### config.mk
export PLATFORM = sky130hd
export DESIGN_NAME = alu_result_reg
export DESIGN_NICKNAME = d
export VERILOG_FILES = /design/src/rtl/alu_pkg.sv /design/src/rtl/alu_flag_qual.sv /design/src/rtl/alu_result_reg.sv
export SDC_FILE = /design/constraint.sdc
export NUM_CORES = 1
export LEC_CHECK = 0
export CAP_MARGIN = 0
export CORE_MARGIN = 3
export CORE_UTILIZATION = 54
export CTS_BUF_LIST = sky130_fd_sc_hd__clkbuf_16
export DETAILED_ROUTE_END_ITERATION = 7
export PLACE_DENSITY_LB_ADDON = 0.2
export SYNTH_ARGS = -nofsm -noshare
export SYNTH_HDL_FRONTEND = slang
export SYNTH_SLANG_ARGS = --single-unit
### constraint.sdc
create_clock -name clk -period 3.96 [get_ports clk]
set_clock_uncertainty 0.15 [all_clocks]
set_input_delay 1.188 -clock clk [delete_from_list [all_inputs] [get_ports clk]]
set_output_delay 1.188 -clock clk [all_outputs]
set_load 0.05 [all_outputs]
### src/rtl/alu_pkg.sv
// Shared ALU definitions: opcode codes, the qualified flag bundle and the
// occupancy states of the result stage's two-entry buffer.
package alu_pkg;

  localparam logic [3:0] OP_AND  = 4'b0000;
  localparam logic [3:0] OP_OR   = 4'b0001;
  localparam logic [3:0] OP_ADDU = 4'b0010;
  localparam logic [3:0] OP_XOR  = 4'b0011;
  localparam logic [3:0] OP_SLTU = 4'b0101;
  localparam logic [3:0] OP_SUBU = 4'b0110;
  localparam logic [3:0] OP_NAND = 4'b0111;
  localparam logic [3:0] OP_ADD  = 4'b1010;
  localparam logic [3:0] OP_NOR  = 4'b1100;
  localparam logic [3:0] OP_SHL  = 4'b1101;
  localparam logic [3:0] OP_SUB  = 4'b1110;
  localparam logic [3:0] OP_SLT  = 4'b1111;

  typedef struct packed {
    logic c;
    logic v;
    logic n;
    logic z;
  } alu_flags_t;

  typedef enum logic [1:0] {
    ST_EMPTY = 2'b00,
    ST_ONE   = 2'b01,
    ST_TWO   = 2'b10
  } buf_state_t;

endpackage

### src/rtl/alu_flag_qual.sv
// Maps an ALU opcode plus raw (possibly undefined) flags to fully defined
// {C,V,N,Z}; Z is always recomputed so z_in is never needed here.
module alu_flag_qual
  import alu_pkg::*;
#(
  parameter int DATA_W = 32
) (
  input  logic [3:0]        alu_cntrl,
  input  logic [DATA_W-1:0] alu_out,
  input  logic              c_in,
  input  logic              v_in,
  input  logic              n_in,
  output alu_flags_t        flags,
  output logic              illegal
);

  logic w_z;
  logic w_msb;

  // Opcode-group decode of qualified flags
  always_comb begin
    w_z     = (alu_out == {DATA_W{1'b0}});
    w_msb   = alu_out[DATA_W-1];
    flags   = 4'b0000;
    illegal = 1'b0;
    case (alu_cntrl)
      OP_AND, OP_OR, OP_XOR, OP_NOR, OP_NAND: begin
        flags.c = 1'b0;
        flags.v = 1'b0;
        flags.n = w_msb;
        flags.z = w_z;
      end
      OP_SHL: begin
        flags.c = c_in;
        flags.v = 1'b0;
        flags.n = w_msb;
        flags.z = w_z;
      end
      OP_ADDU, OP_SUBU: begin
        flags.c = c_in;
        flags.v = v_in;
        flags.n = 1'b0;
        flags.z = w_z;
      end
      OP_ADD, OP_SUB: begin
        flags.c = c_in;
        flags.v = v_in;
        flags.n = n_in;
        flags.z = w_z;
      end
      default: begin
        flags   = 4'b0000;
        illegal = 1'b1;
      end
    endcase
  end

endmodule

### src/rtl/alu_result_reg.sv
// Registered ALU output stage with valid/ready handshake, 2-entry skid buffer,
// sticky C/V and accept counter. Define ALU_RES_PARITY_EN to add result_par.
module alu_result_reg
  import alu_pkg::*;
#(
  parameter int DATA_W = 32,
  parameter int CNT_W  = 16
) (
  input  logic              clk,
  input  logic              reset,
  input  logic              in_valid,
  output logic              in_ready,
  input  logic [DATA_W-1:0] alu_out,
  input  logic [3:0]        alu_cntrl,
  input  logic              c_in,
  input  logic              v_in,
  input  logic              n_in,
  input  logic              z_in,
  output logic              out_valid,
  input  logic              out_ready,
  output logic [DATA_W-1:0] result_q,
  output logic [3:0]        flags_q,
  output logic [3:0]        op_q,
  output logic              illegal_q,
`ifdef ALU_RES_PARITY_EN
  output logic              result_par,
`endif
  output logic              sticky_c,
  output logic              sticky_v,
  input  logic              clear_sticky,
  output logic [CNT_W-1:0]  acc_count
);

  buf_state_t        r_state;
  buf_state_t        w_state_nxt;
  logic              r_in_ready;
  logic              r_out_valid;
  logic              w_accept;
  logic              w_deliver;
  logic              w_ld_new;
  logic              w_ld_skid;
  logic              w_ld_fwd;
  alu_flags_t        w_qflags;
  logic              w_illegal;
  logic [DATA_W-1:0] w_qresult;
  logic [DATA_W-1:0] r_out_res;
  alu_flags_t        r_out_flags;
  logic [3:0]        r_out_op;
  logic              r_out_ill;
  logic [DATA_W-1:0] r_skid_res;
  alu_flags_t        r_skid_flags;
  logic [3:0]        r_skid_op;
  logic              r_skid_ill;
  logic              r_sticky_c;
  logic              r_sticky_v;
  logic [CNT_W-1:0]  r_acc_cnt;
  logic              w_unused_z;

  // The stage never trusts the ALU's zero flag
  assign w_unused_z = z_in;

  assign w_accept  = in_valid & r_in_ready;
  assign w_deliver = r_out_valid & out_ready;

  alu_flag_qual #(.DATA_W(DATA_W)) u_flag_qual (
    .alu_cntrl (alu_cntrl),
    .alu_out   (alu_out),
    .c_in      (c_in),
    .v_in      (v_in),
    .n_in      (n_in),
    .flags     (w_qflags),
    .illegal   (w_illegal)
  );

  // Unimplemented opcodes capture a zero result
  always_comb begin
    if (w_illegal) begin
      w_qresult = {DATA_W{1'b0}};
    end else begin
      w_qresult = alu_out;
    end
  end

  // Buffer occupancy transitions and the data moves they imply
  always_comb begin
    w_state_nxt = r_state;
    w_ld_new    = 1'b0;
    w_ld_skid   = 1'b0;
    w_ld_fwd    = 1'b0;
    case (r_state)
      ST_EMPTY: begin
        if (w_accept) begin
          w_state_nxt = ST_ONE;
          w_ld_new    = 1'b1;
        end else begin
          w_state_nxt = ST_EMPTY;
        end
      end
      ST_ONE: begin
        if (w_accept && w_deliver) begin
          w_state_nxt = ST_ONE;
          w_ld_new    = 1'b1;
        end else if (w_accept) begin
          w_state_nxt = ST_TWO;
          w_ld_skid   = 1'b1;
        end else if (w_deliver) begin
          w_state_nxt = ST_EMPTY;
        end else begin
          w_state_nxt = ST_ONE;
        end
      end
      ST_TWO: begin
        if (w_deliver) begin
          w_state_nxt = ST_ONE;
          w_ld_fwd    = 1'b1;
        end else begin
          w_state_nxt = ST_TWO;
        end
      end
      default: begin
        w_state_nxt = ST_EMPTY;
      end
    endcase
  end

  // State register, registered handshake outputs and entry storage
  always_ff @(posedge clk) begin
    if (reset) begin
      r_state      <= ST_EMPTY;
      r_in_ready   <= 1'b0;
      r_out_valid  <= 1'b0;
      r_out_res    <= {DATA_W{1'b0}};
      r_out_flags  <= 4'b0000;
      r_out_op     <= 4'b0000;
      r_out_ill    <= 1'b0;
      r_skid_res   <= {DATA_W{1'b0}};
      r_skid_flags <= 4'b0000;
      r_skid_op    <= 4'b0000;
      r_skid_ill   <= 1'b0;
    end else begin
      r_state     <= w_state_nxt;
      r_in_ready  <= (w_state_nxt != ST_TWO);
      r_out_valid <= (w_state_nxt != ST_EMPTY);
      if (w_ld_new) begin
        r_out_res   <= w_qresult;
        r_out_flags <= w_qflags;
        r_out_op    <= alu_cntrl;
        r_out_ill   <= w_illegal;
      end else if (w_ld_fwd) begin
        r_out_res   <= r_skid_res;
        r_out_flags <= r_skid_flags;
        r_out_op    <= r_skid_op;
        r_out_ill   <= r_skid_ill;
      end
      if (w_ld_skid) begin
        r_skid_res   <= w_qresult;
        r_skid_flags <= w_qflags;
        r_skid_op    <= alu_cntrl;
        r_skid_ill   <= w_illegal;
      end
    end
  end

  // Sticky status: a clear drops history but never the flags accepted alongside it
  always_ff @(posedge clk) begin
    if (reset) begin
      r_sticky_c <= 1'b0;
      r_sticky_v <= 1'b0;
    end else if (clear_sticky) begin
      r_sticky_c <= w_accept & w_qflags.c;
      r_sticky_v <= w_accept & w_qflags.v;
    end else begin
      r_sticky_c <= r_sticky_c | (w_accept & w_qflags.c);
      r_sticky_v <= r_sticky_v | (w_accept & w_qflags.v);
    end
  end

  // Free-running count of accepted results
  always_ff @(posedge clk) begin
    if (reset) begin
      r_acc_cnt <= {CNT_W{1'b0}};
    end else if (w_accept) begin
      r_acc_cnt <= r_acc_cnt + {{(CNT_W-1){1'b0}}, 1'b1};
    end
  end

`ifdef ALU_RES_PARITY_EN
  logic r_out_par;
  logic r_skid_par;

  function automatic logic f_even_par(input logic [DATA_W-1:0] d);
    f_even_par = ^d;
  endfunction

  // Parity travels with its entry through both slots
  always_ff @(posedge clk) begin
    if (reset) begin
      r_out_par  <= 1'b0;
      r_skid_par <= 1'b0;
    end else begin
      if (w_ld_new) begin
        r_out_par <= f_even_par(w_qresult);
      end else if (w_ld_fwd) begin
        r_out_par <= r_skid_par;
      end
      if (w_ld_skid) begin
        r_skid_par <= f_even_par(w_qresult);
      end
    end
  end

  assign result_par = r_out_par;
`endif

  assign in_ready  = r_in_ready;
  assign out_valid = r_out_valid;
  assign result_q  = r_out_res;
  assign flags_q   = r_out_flags;
  assign op_q      = r_out_op;
  assign illegal_q = r_out_ill;
  assign sticky_c  = r_sticky_c;
  assign sticky_v  = r_sticky_v;
  assign acc_count = r_acc_cnt;

endmodule

==> summary.txt <==
Timing
  – Max-slew violations: 0
  – Hold Vio Cnt, Final: 0
  – RSZ-0062 raised after global routing: no
  – Worst Tran Pin Value: 0.873 ns
  – Setup TNS: 0 ns
  – Final worst path period share: 79.4%
  – Crit path time final: 3.14 ns
  – Final setup margin: 0.816 ns
  – Min Hold Slack: 0.304 ns
  – Slew margin rel.: 41.8%
  – Final setup viols: 0
  – Max Fclk: 318 MHz

Clocking
  – CTS sink cnt: 104
  – Cts repair resizes: 0
  – Root Driver: clkbuf_16
  – Clk_lat worst skew: 0.34 ns
  – Post-CTS setup repair buffer count: 0
  – Clk buf depth: 2
  – CTS Hold Buffers Added: 0
  – CTS tree: yes
  – CTS clk-pin slew, worst paths: 0.07 ns
  – H-tree Lvls: 3
  – Total CTS buffers: 9

Detailed routing
  – DRT iter0 DRCs: 258
  – Vias: 4517
  – Routed Antenna Nets: 0
  – DR WL/cell: 16.7 um
  – Drt drc: 0
  – First-pass DRT Iterations: 5
  – Final wirelength: 12200 um
  – Vias/cell: 6.19

Placement
  – Placed Area: 5560 um^2
  – Placed cells: 714
  – Setup WS pre-CTS: 0.525 ns
  – Gp weighted congestion: 0.816
  – Hpwl dp: 7910 um
  – Port bufs: 104

Flow run
  – Max-Cap Viols: 0

Floorplanning
  – Die H: 97.4 um
  – Core outline area: 7930 um^2
  – # rows: 32
  – DIE WIDTH: 97.4 um
  – Die area: 9490 um^2
  – Initial Util: 56.9%
  – Top Ports: 106

Synth
  – Syn_nets: 595
  – Yosys reg bits: 104
  – Post-synthesis cell type count: 47
  – Number of synthesized flops with an enable pin: 0
  – Synthesized area: 4510 um^2
  – Cells after Synth: 547
  – Sequential area share after synthesis: 46.2%
  – Syn. warnings: 0
  – Synth Area per Inst: 8.25 um^2
  – Most common flop cell mapped by yosys: dfxtp_1
  – Fraction of registers with async set/reset: 0%

Critical path
  – Crit Path Class: in -> reg
  – Worst EP arrival: 3.24 ns
  – Critical path capture point type: register
  – CP startpoint kind: input port
  – FF-to-FF path depth: 5
  – Worst endpoint required time: 4.06 ns
  – Crit path max fanout: 42

Layout
  – Final nets: 671
  – Commonest non-fill, non-tap cell in the layout: dfxtp_1
  – P&R area growth vs syn: 29.8%
  – Diodes inserted: 0
  – Final non-filler cell total: 730
  – Most frequent cells in the layout: dfxtp_1, clkdlybuf4s50_1, nand2_1, nand4_1, a21oi_1
  – Layout cells sized above 1: 6.85%
  – Final core occ: 73.9%
  – Cell area after layout: 5860 um^2

GRT
  – Initial antenna violation count: 0
  – Overall Global Routing Usage: 25.1%
  – Largest net degree at the start of global routing: 89
  – Gr ovfl total: 0
  – First-pass GRT wire length: 20200 um
  – Vias in the first global route: 4262

Power and ir drop
  – PwrDens: 408 nW/um^2
  – Peak VDD IR: 0.279 mV
  – Final Total Pwr: 2.39 mW
  – Leakage: 1.93 nW

Min path
  – Hold crit path type: reg -> reg
  – Hold depth: 2

Outcome
  – Status: completed
==> registers in the layout (all words and copies together), names as in the netlist <==
register      flops
r_skid_res       32
result_q         32
acc_count        16
flags_q           4
op_q              4
r_skid_flags      4
r_skid_op         4
r_state           2
illegal_q         1
in_ready          1
out_valid         1
r_skid_ill        1
sticky_c          1
sticky_v          1
==> report_power, final <==
group          switching [mW]  total [mW]  internal [mW]
Combinational           0.256       0.395          0.139
Sequential             0.0252        1.11           1.08
Clock                   0.392       0.884          0.492
==> synthesized netlist by cell type (all sizes together) (2+ instances only) <==
library cell  instances  area (um^2)
ha                    3         37.5
nand3b                4         30.0
xor2                  6         52.6
and2                  3         18.8
dfxtp               104         2080
or3                   3         18.8
o22ai                 2         12.5
buf                  29          156
mux2                  2         22.5
and4                  3         31.3
a22oi                 6         45.0
nand4b                3         26.3
inv                   4         15.0
nand4                72          465
nor2b                 4         25.0
xnor2                 4         35.0
a21oi                50          250
o21ai                 6         30.0
nor2                 19         71.3
nand2                86          323
nand2b                2         20.0
or2                   2         12.5
and4b                 2         20.0
nor4                  8         50.1
and3                  2         13.8
clkbuf               25         93.8
a32oi                 2         17.5
a31oi                34          213
nand3                45          225
nor3                  3         15.0
==> worst paths after layout <==
path / slack, ns / to / start
worst max-delay path: 0.82 / result_q[28]$_SDFFE_PP0P_ / in_valid
worst min-delay path: 0.30 / r_skid_res[31]$_SDFFE_PP0P_ / r_skid_res[31]$_SDFFE_PP0P_
worst min register to register: 0.30 / r_skid_res[31]$_SDFFE_PP0P_ / r_skid_res[31]$_SDFFE_PP0P_
worst max register to register: 1.75 / result_q[28]$_SDFFE_PP0P_ / r_state[1]$_SDFF_PP0_
==> layout make-up <==
cell class	instances	area, um^2
tap	102	128
multi-input combinational	385	2180
sequential	104	2080
inverter	4	15.0
fill	602	2070
timing repair buffer	119	1150
clock buffer	9	225
clock inverter	7	70.1
==> cells by family after synthesis <==
kind of cell,count (synthesis),synth area share (%)
xor gates and xnor gates,10,1.94
muxes,3,0.721
and+or+nand+nor,263,30.7
DFF,104,46.2
AOI/OAI and AO/OA,106,13.8
adders and majority gates,3,0.832
buffers and inverters,58,5.88
==> critical path: stages <==
cell and delay (ns):
clkdlybuf4s50_1 0.45, and2_1 0.27, ha_1 0.23, nand2_1 0.12
a21o_1 0.14, buf_4 0.41, nand3_1 0.18, a31oi_1 0.23
==> layer usage <==
metal / GRT usage [%] / routed length [um] / vias up
met1: 32.7 / 5050 / 2149
li1: - / - / 2154
met4: 8.09 / 110 / 0
met5: 0 / 0 / -
met3: 5.81 / 905 / 10
met2: 41.1 / 6090 / 204
Power figures use the tool's default switching activity.
